**config.mk**
```make
export PLATFORM = sky130hd
export DESIGN_NAME = bus_arbiter
export DESIGN_NICKNAME = d
export VERILOG_FILES = /design/src/rtl/bus_arbiter_pkg.sv /design/src/rtl/bus_arbiter.sv
export SDC_FILE = /design/constraint.sdc
export NUM_CORES = 1
export LEC_CHECK = 0
export ABC_AREA = 1
export CAP_MARGIN = 10
export CORE_MARGIN = 3
export CORE_UTILIZATION = 38
export CTS_BUF_LIST = sky130_fd_sc_hd__clkbuf_16
export CTS_CLUSTER_DIAMETER = 30
export DETAILED_ROUTE_END_ITERATION = 16
export PLACE_DENSITY_LB_ADDON = 0.3
export SYNTH_ARGS = -nofsm -noshare
export SYNTH_HDL_FRONTEND = slang
export SYNTH_SLANG_ARGS = --single-unit
```
**constraint.sdc**
```tcl
create_clock -name clk -period 1.6 [get_ports clk]
set_clock_uncertainty 0.05 [all_clocks]
set_input_delay 0.48 -clock clk [delete_from_list [all_inputs] [get_ports clk]]
set_output_delay 0.48 -clock clk [all_outputs]
set_load 0.01 [all_outputs]
```
**src/rtl/bus_arbiter_pkg.sv**
```systemverilog
// Shared types and constants for the single-port memory bus arbiter.
package bus_arbiter_pkg;

  localparam int unsigned SEL_W = 4;
  localparam logic [SEL_W-1:0] SEL_ALL = '1;

  typedef enum logic [1:0] {
    ARB_IDLE    = 2'd0,
    ARB_BUSY_IF = 2'd1,
    ARB_BUSY_D  = 2'd2,
    ARB_DONE    = 2'd3
  } arb_state_t;

  typedef enum logic {
    GRANT_IF = 1'b0,
    GRANT_D  = 1'b1
  } arb_grant_t;

endpackage

```
**src/rtl/bus_arbiter.sv**
```systemverilog
// Shares one memory port between fetch and data; ack two cycles after the request at minimum.
// Requesters hold their request until ack and see a combinational stall while waiting; no queueing.
module bus_arbiter
  import bus_arbiter_pkg::*;
#(
  parameter int unsigned ADDR_W     = 32,
  parameter int unsigned DATA_W     = 32,
  parameter int unsigned STARVE_MAX = 4,
  parameter int unsigned TIMEOUT    = 16
) (
  input  logic              clk,
  input  logic              rst,
  input  logic              if_req,
  input  logic [ADDR_W-1:0] if_addr,
  output logic [DATA_W-1:0] if_rdata,
  output logic              if_ack,
  input  logic              d_req,
  input  logic              d_we,
  input  logic [ADDR_W-1:0] d_addr,
  input  logic [DATA_W-1:0] d_wdata,
  input  logic [SEL_W-1:0]  d_sel,
  output logic [DATA_W-1:0] d_rdata,
  output logic              d_ack,
  output logic              bus_err,
  output logic              stallreq_if,
  output logic              stallreq_mem,
  output logic              bus_req,
  output logic              bus_we,
  output logic [ADDR_W-1:0] bus_addr,
  output logic [DATA_W-1:0] bus_wdata,
  output logic [SEL_W-1:0]  bus_sel,
  input  logic [DATA_W-1:0] bus_rdata,
  input  logic              bus_ack
);

  localparam int unsigned WD_W    = (TIMEOUT < 2) ? 1 : $clog2(TIMEOUT);
  localparam int unsigned WD_LAST = (TIMEOUT == 0) ? 0 : TIMEOUT - 1;
  localparam logic [WD_W-1:0] WD_LAST_V = WD_W'(WD_LAST);
  localparam logic [3:0] STARVE_V = 4'(STARVE_MAX);

  arb_state_t state, state_n;
  arb_grant_t grant;
  logic [3:0]      starve_cnt;
  logic [WD_W-1:0] wdog;
  logic            err_flag;

  logic grant_d, grant_if, done_ok, done_to, wd_expire;

  assign wd_expire = (TIMEOUT != 0) && (wdog == WD_LAST_V);

  always_comb begin
    state_n  = state;
    grant_d  = 1'b0;
    grant_if = 1'b0;
    done_ok  = 1'b0;
    done_to  = 1'b0;
    case (state)
      ARB_IDLE: begin
        if (d_req && (!if_req || (starve_cnt < STARVE_V))) begin
          state_n = ARB_BUSY_D;
          grant_d = 1'b1;
        end else if (if_req) begin
          state_n  = ARB_BUSY_IF;
          grant_if = 1'b1;
        end
      end
      ARB_BUSY_IF, ARB_BUSY_D: begin
        // A completion on the expiry cycle still wins over the timeout.
        if (bus_ack) begin
          state_n = ARB_DONE;
          done_ok = 1'b1;
        end else if (wd_expire) begin
          state_n = ARB_DONE;
          done_to = 1'b1;
        end
      end
      ARB_DONE: state_n = ARB_IDLE;
      default:  state_n = ARB_IDLE;
    endcase
  end

  always_ff @(posedge clk) begin
    if (rst) begin
      state      <= ARB_IDLE;
      grant      <= GRANT_IF;
      starve_cnt <= '0;
      wdog       <= '0;
      err_flag   <= 1'b0;
      bus_req    <= 1'b0;
      bus_we     <= 1'b0;
      bus_addr   <= '0;
      bus_wdata  <= '0;
      bus_sel    <= '0;
      if_rdata   <= '0;
      d_rdata    <= '0;
    end else begin
      state <= state_n;
      if (grant_d) begin
        grant      <= GRANT_D;
        bus_req    <= 1'b1;
        bus_we     <= d_we;
        bus_addr   <= d_addr;
        bus_wdata  <= d_wdata;
        bus_sel    <= d_sel;
        wdog       <= '0;
        err_flag   <= 1'b0;
        starve_cnt <= if_req ? starve_cnt + 4'd1 : 4'd0;
      end
      if (grant_if) begin
        grant      <= GRANT_IF;
        bus_req    <= 1'b1;
        bus_we     <= 1'b0;
        bus_addr   <= if_addr;
        bus_sel    <= SEL_ALL;
        wdog       <= '0;
        err_flag   <= 1'b0;
        starve_cnt <= 4'd0;
      end
      if ((state == ARB_BUSY_IF) || (state == ARB_BUSY_D)) begin
        wdog <= wdog + WD_W'(1);
      end
      if (done_ok || done_to) begin
        bus_req  <= 1'b0;
        err_flag <= done_to;
        if (grant == GRANT_IF) begin
          if_rdata <= done_ok ? bus_rdata : '0;
        end else begin
          d_rdata <= done_ok ? bus_rdata : '0;
        end
      end
    end
  end

  assign if_ack       = (state == ARB_DONE) && (grant == GRANT_IF);
  assign d_ack        = (state == ARB_DONE) && (grant == GRANT_D);
  assign bus_err      = (state == ARB_DONE) && err_flag;
  assign stallreq_if  = if_req & ~if_ack;
  assign stallreq_mem = d_req & ~d_ack;

endmodule

```
==> Word-level counts from Yosys, hierarchy flattened <==
Index checks and enable logic that the tools add are counted.
{ "word_totals": {"inputBits": 138, "ff_bits": 146, "elab_cells": 73, "out_inout_bits": 139} }
{ "classes": {"mux": 29, "bitwise_logic": 5, "n_lt_le_gt_ge": 1, "eq_ne": 6, "add_sub_neg": 2, "n_reduce_logical": 18} }
{ "op_table": {"columns": ["op", "count"], "rows": [
  ["32-bit two-way mux", 3],
  ["4-bit two-way mux", 6],
  ["1-bit two-way mux", 15],
  ["4-bit by 1-bit adder with 4-bit output, second input constant", 2],
  ["2-bit two-way mux", 4],
  ["3-bit inequality test, second input constant", 2],
  ["2-bit case mux with 3 select lines", 1],
  ["2-bit AND reduction", 3],
  ["3-bit nonzero test", 2],
  ["2-bit OR reduction", 3],
  ["2-bit == test, second input constant", 2],
  ["4-bit == test, second input constant", 1],
  ["1-bit logical AND", 4],
  ["4-bit by 3-bit < comparator with 1-bit output, second input constant", 1],
  ["1-bit logical OR", 3],
  ["1-bit NOT", 3],
  ["1-bit bitwise AND", 2],
  ["2-bit by 1-bit == test with 1-bit output, second input constant", 1],
  ["2-bit logical NOT", 1],
  ["2-bit nonzero test", 1],
  ["1-bit logical NOT", 1]
]} }

==> Logic depth before layout (Yosys ltp) <==
{ "depth": {"word_depth": 8, "depth_mapped": 10, "mapped_depth_nobuf": 8} }

==> Worst setup path before layout <==
Ideal clock, no wire load.
{ "synth_path": {"path_kind": "flip-flop to flip-flop", "start": "reg state[1]", "end": "reg d_rdata[22]", "stages_incl_launch_ff": 9, "t_required_ns": 1.480, "synth_period_minus_slack_ns": 1.504, "path_slack_ns": 0.096, "t_arrival_ns": 1.383, "cell_sequence": "dfxtp_1 inv_1 ha_1 buf_2 nand2_1 buf_2 nor2_1 nand2_1 a21oi_1"} }
{ "synth_between": {"elab_chain_len": 5, "word_cells_on_any_way": 8, "cone_classes": "eq/ne: 2; mux: 3; reduce/logical: 3"} }
{ "synth_lines": {"columns": ["item", "line_no", "text"], "rows": [
  ["start, declared", "bus_arbiter.sv:41", "arb_state_t state, state_n;"],
  ["start signal, assigned", "bus_arbiter.sv:97", "state <= state_n;"],
  ["2-bit by 1-bit == test with 1-bit output / 2-bit == test (equally long branches)", "bus_arbiter.sv:57", "case (state)"],
  ["2-bit OR reduction *", "bus_arbiter.sv:57", null],
  ["1-bit two-way mux", "bus_arbiter.sv:57", null],
  ["1-bit logical OR", "bus_arbiter.sv:122", "if (done_ok || done_to) begin"],
  ["2-bit AND reduction (no source line)", null, null],
  ["end signal, assigned", "bus_arbiter.sv:128", "d_rdata <= done_ok ? bus_rdata : '0;"],
  ["end, declared", "bus_arbiter.sv:22", "output logic [DATA_W-1:0] d_rdata,"]
]} }
Every way passes the cells marked *; elsewhere a longest branch is shown, timed or not.
A chain may end at the register's enable or synchronous reset.

==> Final worst setup path <==
{ "layout_path": {"start": "reg state[1]", "end": "reg if_rdata[12]"} }
{ "layout_between": {"elab_chain_len": 5, "word_cells_on_any_way": 8, "cone_classes": "eq/ne: 2; mux: 3; reduce/logical: 3"} }
{ "layout_lines": {"columns": ["item", "line_no", "text"], "rows": [
  ["2-bit by 1-bit == test with 1-bit output / 2-bit == test (equally long branches)", "bus_arbiter.sv:57", null],
  ["2-bit OR reduction *", "bus_arbiter.sv:57", null],
  ["1-bit two-way mux", "bus_arbiter.sv:57", null],
  ["1-bit logical OR", "bus_arbiter.sv:122", null],
  ["2-bit AND reduction (no source line)", null, null],
  ["end signal, assigned", "bus_arbiter.sv:126", "if_rdata <= done_ok ? bus_rdata : '0;"],
  ["end, declared", "bus_arbiter.sv:15", "output logic [DATA_W-1:0] if_rdata,"]
]} }
Marks and branches as above.

==> flow_metrics.tcl <==
set metrics [dict create \
    fmaxAchievable_mhz 553.7 \
    path_buf_inv 6 \
    synth_cell_types 21 \
    relSlewSlack_pct 74.68 \
    cap_violations 0 \
    track_usage_pct 24.08 \
    p_per_area_nw_per_um2 1649 \
    synthCells 882 \
    synth_edf_count 0 \
    crit_chain "buf_4 > buf_6 > inv_4 > ha_4 > inv_2 > a21oi_4 > nand2_4 > buf_12 > buf_16 > nand2_1 > a21oi_1" \
    worstMarginPinSlew_ns 0.3798 \
    insertedDiodeCount 0 \
    post-dp-hpwl_um 13070 \
    crit_path_max_incr_delay_ns 0.34 \
    synth_area_leader_cell "dfxtp_1" \
    grt_max_degree 65 \
    crit_slowest_cell "dfxtp_2" \
    power.leakage_nw 5.217 \
    min_path_type "primary input to flop" \
    core_region_area_um2 15430 \
    timing.final.hold_violations 0 \
    rows 45 \
    vias 6951 \
    die-width_um 132.3 \
    routed_via_density 4.861 \
    ir_drop_mv 0.8790 \
    violations "negative setup slack" \
    whs_ns 0.3431 \
    yosys-top-cells-count "nand2_1, dfxtp_1, a21oi_1, nor2_1, inv_1" \
    r2r-end "if_rdata[12]" \
    fin_ws_ns -0.2061 \
    reg2reg_depth 11 \
    cp-end-kind "flop" \
    worst_hold_path.num_cells 4 \
    synthFlopType "dfxtp_1" \
    synth_area_leaders "dfxtp_1, nand2_1, a21oi_1, nor2_1, nand3_1" \
    async_reset_ff_share_pct 0 \
    synth_top_area_share_pct 48.21 \
    synth-seq-cells 146 \
    grt_first_pass_wirelength_um 34100 \
    cp-start-kind "flop" \
    crit-reg2reg-launch "state[1]" \
    io_pins 277 \
    fin_setup_tns_ns -13.10 \
    synth_nets 1024 \
    rsz0062_at_grt "yes" \
    grt_pass1_vias 6677 \
    fin_crit_ns 1.806 \
    fin_crit_sh_pct 112.9 \
    crit_required_ns 1.84 \
    cts_tree "done" \
    hold-path-endpoint "bus_addr[12]" \
    clk_pin_slew_ns 0.06 \
    antenna_found_initial 0 \
    wirelength_um 23410 \
    cp_top_family "buffers and inverters" \
    drcViolationCount 0 \
    ys_warn_count 0 \
    gp_congestion 0.7634 \
    fillers 1150 \
    register_area_um2 2929 \
    htreeDepth 4 \
    synth_area_um2 6062 \
    r2r_setup_slack_ns -0.21 \
    drt_iter0_drc 300 \
    setup_viol 140 \
    drive_gt1_share_pct 28.14 \
    ys_seq_area_share_pct 48.21 \
    overflow 0 \
    cts_sinks 146 \
    clk_latency_ns 0.42 \
    die_area_um2 17500 \
    min_from "rst" \
    critPathKind "flop to flop" \
    dieHeight_um 132.3 \
    critPathMaxFanout 4 \
    cts_max_path_buffers 2 \
    outcome "complete, but fails checks" \
    avgRoutedWirePerCell_um 16.37 \
    ctsRootBufferMaster "clkbuf_16" \
    cts_made_buffers 17 \
    syn2layout_area_growth_pct 92.09 \
    drtAntennaViolNets 0 \
    synth_most_common_cell "nand2_1" \
    dp_slack_ns -0.6292 \
    postSynthAreaPerCell_um2 6.873 \
    numPortBuffers 276 \
    layout.nets 1348 \
    multi_input_area_um2 3503 \
    dr.pass1.iters 5 \
    start_util_pct 39.29 \
    slew_viol_final 0 \
    cp.arrival_ns 2.05 \
]
## repair_timing
item                                   CTS  global route
pin swaps                               57            55
cloned                                  14            11
buffers inserted                        15             8
setup endpoints to repair              214           218
resized for setup                      311           277
endpoints found under the hold margin    0             0
hold buffers                             0             0
## placed cells by master (no fill, tap or decap), drive strengths merged
cell type and n:
clkbuf 45, inv 84, clkinvlp 2, a21oi 115, clkdlybuf4s50 135, buf 82
nor3 1, clkinv 6, ha 4, clkdlybuf4s15 57, bufinv 5, dlygate4sd2 59
dfxtp 146, xor2 1, nand2 286, nor2 111, o21ai 8, nand3 72
## metrics by stage
step	total power [mW]	area, um^2	utilization (%)	instances
after floorplan	8.117	6062	-	882
after CTS	17.46	10740	69.59	1416
after detailed placement	11.14	9214	59.72	1355
after global routing	20.19	11640	75.48	1430
after global placement	11.06	9214	59.72	1355
final	19.20	11640	75.48	1430
## how the worst max path moves through the flow
stage / from / endpoint / slack (ns) / cells past startpoint
after global placement: if_req / stallreq_if / -0.60 / 4
after CTS: state[1] / stallreq_if / -0.25 / 5
after floorplan: state[1] / d_rdata[22] / 0.1 / 8
final: state[1] / if_rdata[12] / -0.21 / 11
after global routing: state[0] / stallreq_if / -0.28 / 5
after detailed placement: if_req / stallreq_if / -0.63 / 4
## routing by layer
metal	vias up	global-route usage, %	wire [um]	part of all wire, %
li1	3403	-	-	-
met1	3242	27.45	8872	38
met2	261	43.16	12350	53
met3	45	6.832	1632	7.0
met4	0	8.372	554	2.4
met5	-	0	0	0
## registers in the layout, indices dropped and copies added (netlist names)
| name | count |
|---|---|
| bus_addr | 32 |
| bus_req | 1 |
| bus_sel | 4 |
| bus_wdata | 32 |
| bus_we | 1 |
| d_rdata | 32 |
| err_flag | 1 |
| grant | 1 |
| if_rdata | 32 |
| starve_cnt | 4 |
| state | 2 |
| wdog | 4 |
## power by group
part	internal [mW]	switching, mW	total (mW)
Sequential	4.44	0.463	4.91
Combinational	4.97	5.00	9.97
Clock	2.76	1.57	4.33
Total	12.2	7.04	19.2
## kinds of logic (layout without fill, tap and decap cells)
logic type                 Yosys count  count (layout)  share of synthesized area, %
xor gates and xnor gates             1               1                        0.1445
adders and majority gates            4               4                        0.8256
buffers and inverters              138             475                         9.618
and+or+nand+nor                    470             470                         30.86
DFF                                146             146                         48.21
AOI/OAI and AO/OA                  123             123                         10.34
## worst min-delay path, stage by stage
cell	delay (ns)
buf_4	0.15
nor2_1	0.06
nand2_1	0.05
inv_1	0.03
## cell type report
type                       count  area share, %
clock buffer                  17          3.653
clock inverter                15          1.837
inverter                      82          2.880
multi-input combinational    598          30.08
sequential                   146          25.15
tap                          211          2.267
timing repair buffer         361          34.12
No activity file was read; power rests on OpenSTA's default activity.
